`src/rtl/alu_muldiv.sv`:
```
// Iterative HI/LO multiply/divide unit, one radix-2 step per cycle (shift-add multiply, restoring divide).
// Latency: Mul/Div accept at edge N -> HI/LO written and done high from edge N+DATA_W+1; Mthi/Mtlo write at the accept edge.
// Backpressure: in_ready low during CALC/FIX; the requester holds in_valid until it sees the accept.
// Ports: clock, reset_n (async, active-low); in_valid/in_ready/in_op/in_a/in_b request channel;
//        rd_sel/rd_valid/rd_data HI (rd_sel=1) or LO read port; done is a one-cycle pulse with the Mul/Div commit.
// Option: define ALU_MULDIV_EARLY_OUT_EN to let multiplies jump to FIX once the remaining multiplier bits are zero.
module alu_muldiv #(
  parameter int DATA_W = 32,
  parameter int CNT_W  = $clog2(DATA_W) + 1
) (
  input  logic              clock,
  input  logic              reset_n,
  input  logic              in_valid,
  output logic              in_ready,
  input  logic [2:0]        in_op,
  input  logic [DATA_W-1:0] in_a,
  input  logic [DATA_W-1:0] in_b,
  input  logic              rd_sel,
  output logic              rd_valid,
  output logic [DATA_W-1:0] rd_data,
  output logic              done
);

  localparam logic [2:0] OP_MULU = 3'd0;
  localparam logic [2:0] OP_MULS = 3'd1;
  localparam logic [2:0] OP_DIVU = 3'd2;
  localparam logic [2:0] OP_DIVS = 3'd3;
  localparam logic [2:0] OP_MTHI = 3'd4;
  localparam logic [2:0] OP_MTLO = 3'd5;

  typedef enum logic [1:0] {IDLE = 2'd0, CALC = 2'd1, FIX = 2'd2} state_t;

  state_t state, state_nxt;

  logic [DATA_W-1:0] hi, lo;
  // acc: product high half / partial remainder; qr: multiplier (shifting out) / quotient (shifting in)
  logic [DATA_W-1:0] acc, qr, md;
  logic [CNT_W-1:0]  cnt;
  logic              is_div, neg_lo, neg_hi, div_zero;

  logic              accept, calc_last;
  logic              op_signed, a_neg, b_neg;
  logic [DATA_W-1:0] a_mag, b_mag;

  // Gate on state directly so accept does not depend on the FSM output process.
  assign accept    = in_valid & (state == IDLE);
  assign op_signed = (in_op == OP_MULS) || (in_op == OP_DIVS);
  assign a_neg     = op_signed & in_a[DATA_W-1];
  assign b_neg     = op_signed & in_b[DATA_W-1];
  // Most-negative input maps to itself, which is the correct unsigned magnitude.
  assign a_mag     = a_neg ? -in_a : in_a;
  assign b_mag     = b_neg ? -in_b : in_b;

  assign rd_data   = rd_sel ? hi : lo;

  // One iteration of either algorithm.
  logic [DATA_W:0]   mul_sum, div_shift;
  logic [DATA_W-1:0] acc_step, qr_step;

  always_comb begin
    mul_sum   = {1'b0, acc} + (qr[0] ? {1'b0, md} : '0);
    div_shift = {acc, qr[DATA_W-1]};
    acc_step  = '0;
    qr_step   = '0;
    if (is_div) begin
      if (div_shift >= {1'b0, md}) begin
        acc_step = DATA_W'(div_shift - {1'b0, md});
        qr_step  = {qr[DATA_W-2:0], 1'b1};
      end else begin
        acc_step = div_shift[DATA_W-1:0];
        qr_step  = {qr[DATA_W-2:0], 1'b0};
      end
    end else begin
      acc_step = mul_sum[DATA_W:1];
      qr_step  = {mul_sum[0], qr[DATA_W-1:1]};
    end
  end

  // Sign correction applied in FIX. A zero divisor leaves acc = |a|, so re-applying the
  // dividend sign returns in_a unchanged in HI; the quotient is forced to all ones.
  logic [2*DATA_W-1:0] prod, prod_fix;
  logic [DATA_W-1:0]   fix_hi, fix_lo;

  always_comb begin
    prod     = {acc, qr};
    prod_fix = neg_lo ? -prod : prod;
    fix_hi   = prod_fix[2*DATA_W-1:DATA_W];
    fix_lo   = prod_fix[DATA_W-1:0];
    if (is_div) begin
      fix_hi = neg_hi ? -acc : acc;
      fix_lo = div_zero ? '1 : (neg_lo ? -qr : qr);
    end
  end

`ifdef ALU_MULDIV_EARLY_OUT_EN
  // Unprocessed multiplier bits sit in qr[cnt-1:0]; once they are zero every remaining
  // step is a plain right shift, so apply all of them at once.
  logic                early_out;
  logic [2*DATA_W-1:0] prod_align;
  assign early_out  = (state == CALC) && !is_div && ((qr & ~({DATA_W{1'b1}} << cnt)) == '0);
  assign prod_align = {acc, qr} >> cnt;
  assign calc_last  = (cnt == CNT_W'(1)) || early_out;
`else
  assign calc_last  = (cnt == CNT_W'(1));
`endif

  always_ff @(posedge clock or negedge reset_n) begin
    if (!reset_n) state <= IDLE;
    else          state <= state_nxt;
  end

  always_comb begin
    state_nxt = state;
    in_ready  = 1'b0;
    rd_valid  = 1'b0;
    case (state)
      IDLE: begin
        in_ready = 1'b1;
        rd_valid = 1'b1;
        if (accept && (in_op <= OP_DIVS)) state_nxt = CALC;
      end
      CALC:    if (calc_last) state_nxt = FIX;
      FIX:     state_nxt = IDLE;
      default: state_nxt = IDLE;
    endcase
  end

  always_ff @(posedge clock or negedge reset_n) begin
    if (!reset_n) begin
      hi       <= '0;
      lo       <= '0;
      acc      <= '0;
      qr       <= '0;
      md       <= '0;
      cnt      <= '0;
      is_div   <= 1'b0;
      neg_lo   <= 1'b0;
      neg_hi   <= 1'b0;
      div_zero <= 1'b0;
      done     <= 1'b0;
    end else begin
      // Pulse lands on the same edge that writes HI/LO.
      done <= (state == FIX);
      case (state)
        IDLE: if (accept) begin
          case (in_op)
            OP_MTHI: hi <= in_a;
            OP_MTLO: lo <= in_a;
            OP_MULU, OP_MULS: begin
              acc      <= '0;
              qr       <= b_mag;
              md       <= a_mag;
              is_div   <= 1'b0;
              neg_lo   <= a_neg ^ b_neg;
              neg_hi   <= 1'b0;
              div_zero <= 1'b0;
              cnt      <= CNT_W'(DATA_W);
            end
            OP_DIVU, OP_DIVS: begin
              acc      <= '0;
              qr       <= a_mag;
              md       <= b_mag;
              is_div   <= 1'b1;
              neg_lo   <= a_neg ^ b_neg;
              neg_hi   <= a_neg;
              div_zero <= (in_b == '0);
              cnt      <= CNT_W'(DATA_W);
            end
            default: ;
          endcase
        end
        CALC: begin
`ifdef ALU_MULDIV_EARLY_OUT_EN
          if (early_out) begin
            {acc, qr} <= prod_align;
            cnt       <= '0;
          end else
`endif
          begin
            acc <= acc_step;
            qr  <= qr_step;
            cnt <= cnt - CNT_W'(1);
          end
        end
        FIX: begin
          hi <= fix_hi;
          lo <= fix_lo;
        end
        default: ;
      endcase
    end
  end

endmodule

```
`config.mk`:
```
export PLATFORM = sky130hd
export DESIGN_NAME = alu_muldiv
export DESIGN_NICKNAME = d
export VERILOG_FILES = /design/src/rtl/alu_muldiv.sv
export SDC_FILE = /design/constraint.sdc
export NUM_CORES = 1
export LEC_CHECK = 0
export BUFFER_PORTS_ARGS = -buffer_cell sky130_fd_sc_hd__buf_2
export CORE_MARGIN = 1.5
export CORE_UTILIZATION = 67
export CTS_CLUSTER_SIZE = 12
export DETAILED_ROUTE_END_ITERATION = 8
export PLACE_DENSITY = 0.87
export SKIP_LAST_GASP = 1
export SLEW_MARGIN = 15
export SYNTH_ARGS = -nofsm -noshare
export SYNTH_HDL_FRONTEND = slang
export SYNTH_SLANG_ARGS = --single-unit
export TNS_END_PERCENT = 1
```
`constraint.sdc`:
```
create_clock -name clock -period 8.6 [get_ports clock]
set_input_delay 0.86 -clock clock [delete_from_list [all_inputs] [get_ports clock]]
set_output_delay 0.86 -clock clock [all_outputs]
set_load 0.03 [all_outputs]
```
==> flow_metrics.tcl <==
set metrics [dict create \
    yosysMostFrequentCell "nand2_1" \
    drive_gt1_share_pct 10.9 \
    viasPerCell 7.01 \
    grt_use_met3_pct 10.3 \
    rsz0062_at_grt "false" \
    pwr-share-clk_pct 11.4 \
    final_net_count 2149 \
    synth-seq-cells 173 \
    ir_worst_vdd_mv 0.374 \
    fin_tns_setup_ns 0 \
    ys_top_cells_by_area "dfrtp_1 28%, o21ai_0 6.8%, xnor2_1 6.3%" \
    dieArea_sq_um 23900 \
    crit_type "reg2reg" \
    grt_usage_pct 46.4 \
    layout_min_cycle_time_ns 4.52 \
    internal-power_w 0.00337 \
    post_cts_buffers 0 \
    fmax_mhz 221 \
    synth-edff-count 0 \
    syn_area_per_cell_sq_um 7.75 \
    finalCritPeriodShare_pct 52.6 \
    ys_seq_area_share_pct 28.1 \
    gr-usage-met1_pct 65.8 \
    cp_max_fo 31 \
    met2_usage_pct 66.8 \
    yosysWarnings 0 \
    area_growth_pct 7.54 \
    power.density_nw_per_um2 439 \
    status "finished clean" \
    cts_buffer_depth 2 \
    cts_tree "done" \
    maxCapViolations 0 \
    setup_viol 0 \
    switching_share_pct 53.5 \
    clkSinkCount 173 \
    synth_top_area_share_pct 28.1 \
    finClkSkew_ns 0.0130 \
    leakage_nw 7.19 \
    hold_ws_ns 0.338 \
    final.fill_count 1787 \
    dr_total_vias 16153 \
    ant_nets 0 \
    holdBufCountCts 0 \
    multiInputGateArea_sq_um 10300 \
    dieWidth_microns 155 \
    ys_top_cells_by_count "252 x nand2_1, 209 x o21ai_0, 187 x nor2_1" \
    rows 55 \
    relSlewSlack_pct 18.0 \
    path_clk_slew_ns 0.08 \
    syn_nets 2129 \
    crit_required_ns 8.97 \
    critPathCaptureType "flip-flop" \
    ctsResizeCount 0 \
    p_comb_share_pct 64.3 \
    grt_busiest_layer "met2" \
    regArea_sq_um 4330 \
    cts_inserted_buffers 17 \
    synth_top_area_cell "dfrtp_1" \
    syn_area_sq_um 15400 \
    synth_flop_cell "dfrtp_1" \
    tightest_slew_ns 1.23 \
    place.gp.congestion 0.993 \
    routed_wl_microns 55500 \
    ioPinCount 106 \
    antenna_found_initial 1 \
    numPortBuffers 105 \
    floorplan.initialDensity_pct 68.2 \
    dp_hpwl_microns 40900 \
    synth_cell_type_count 82 \
    clk_latency_ns 0.46 \
    route.detailed.drc 0 \
    first_global_vias 14632 \
    async_flop_share_pct 100 \
    cp-start-kind "flip-flop" \
    grt_pass1_wl_microns 84600 \
    syn-instance-count 1986 \
    hold_class "in2async" \
    p_switching_w 0.00389 \
    core-area_sq_um 22600 \
    wl_per_cell_microns 24.1 \
    grt-ovfl-total 0 \
    final_hold_viol_count 0 \
    die_height_microns 155 \
    h-tree-depth 4 \
    slew_violations 0 \
    grt_max_degree 93 \
    power_frac_seq_pct 24.3 \
    initialDrtViolationCount 2158 \
    ctsRootBufferMaster "clkbuf_16" \
    first_pass_iters 9 \
    arrival_ns 4.90 \
]
==> worst max-delay path, cell delays in order, from the launching register on <==
cell and delay (ns):
dfrtp_1 0.47, inv_1 0.86, nor2_1 0.12, ha_1 0.40
o21ai_0 0.13, o21ai_0 0.36, nand3_1 0.19, o211ai_1 0.45
o21ai_0 0.44, o211a_1 0.38, or4_1 0.41, and3_1 0.16
o221ai_1 0.06
==> metal layers <==
layer / share of wire, % / wire (microns) / vias up
li1: - / - / 7216
met1: 39 / 21900 / 7491
met2: 41 / 22900 / 1214
met3: 14 / 7540 / 230
met4: 5.6 / 3080 / 2
met5: 0.031 / 17 / -
==> flip-flops by register name, indices dropped and copies added (netlist names) <==
| signal | count |
|---|---|
| cnt | 6 |
| neg_lo | 1 |
| md | 32 |
| done | 1 |
| div_zero | 1 |
| acc | 32 |
| lo | 32 |
| hi | 32 |
| qr | 32 |
| state | 2 |
| neg_hi | 1 |
| is_div | 1 |
==> power groups by stage <==
| stage | Clock, W | Combinational [W] | Sequential (W) |
|---|---|---|---|
| 3_5_place_dp | 0 | 0.00449 | 0.00174 |
| 4_1_cts | 0.000822 | 0.00453 | 0.00172 |
| 2_1_floorplan | 0 | 0.00351 | 0.00144 |
| 6_report | 0.000829 | 0.00467 | 0.00176 |
| 5_1_grt | 0.000854 | 0.00505 | 0.00179 |
| 3_3_place_gp | 0 | 0.00438 | 0.00172 |
==> cell type report <==
class,count,area share [%]
well taps,285,2.16
multi-input cells,1629,62.5
diodes,1,0.0151
clock inverters,15,1.16
clock buffers,17,2.57
inverters,62,1.41
repair buffers,123,4.03
flip-flops and latches,173,26.2
==> final timing paths <==
check | from | to | slack, ns | cells after the start
setup / recovery | qr[0]$_DFFE_PN0P_ | acc[26]$_DFFE_PN0P_ | 4.08 | 12
hold / removal | reset_n | lo[11]$_DFFE_PN0P_ | 0.34 | 1
setup reg to reg | qr[0]$_DFFE_PN0P_ | acc[26]$_DFFE_PN0P_ | 4.08 | 12
hold reg to reg | lo[6]$_DFFE_PN0P_ | lo[6]$_DFFE_PN0P_ | 0.48 | 2
max in group asynchronous | reset_n | md[14]$_DFFE_PN0P_ | 6.12 | 3
min in group clock | lo[6]$_DFFE_PN0P_ | lo[6]$_DFFE_PN0P_ | 0.48 | 2
==> logic make-up (layout without fill, tap and decap cells) <==
family / after synthesis / in the layout / synth area share (%)
AO/OA/AOI/OAI: 642 / 642 / 25.8
XOR/XNOR: 167 / 167 / 9.51
adder cells (fa/ha/maj): 72 / 72 / 5.95
buffers and inverters: 184 / 217 / 4.74
flip-flops: 173 / 173 / 28.1
multiplexers: 92 / 92 / 6.25
other: 0 / 1 / 0
AND/OR/NAND/NOR: 656 / 656 / 19.6
==> cell usage in the layout (no fill, tap or decap), types with 40 or more instances in the layout <==
cell type  netlist  layout
a21oi_1        147     147
nand2_1        252     252
xor2_1          57      57
o22ai_1         40      40
buf_2            4     104
o21ai_0        209     209
dfrtp_1        173     172
mux2i_1         59      59
inv_1           61      60
xnor2_1        110     110
ha_1            70      70
nor2_1         187     185
==> through the flow <==
step,cell area [sq um],util [%],total power (W),std cells,setup WS (ns)
after floorplan,15400,-,0.00496,1986,5.40
after detailed placement,15900,70.5,0.00623,2272,4.37
after CTS,16500,73.3,0.00708,2304,4.38
after global placement,15900,70.5,0.00610,2272,4.37
final,16500,73.3,0.00726,2305,4.08
after global routing,16500,73.3,0.00770,2304,4.04
No activity file was read; power rests on OpenSTA's default activity.
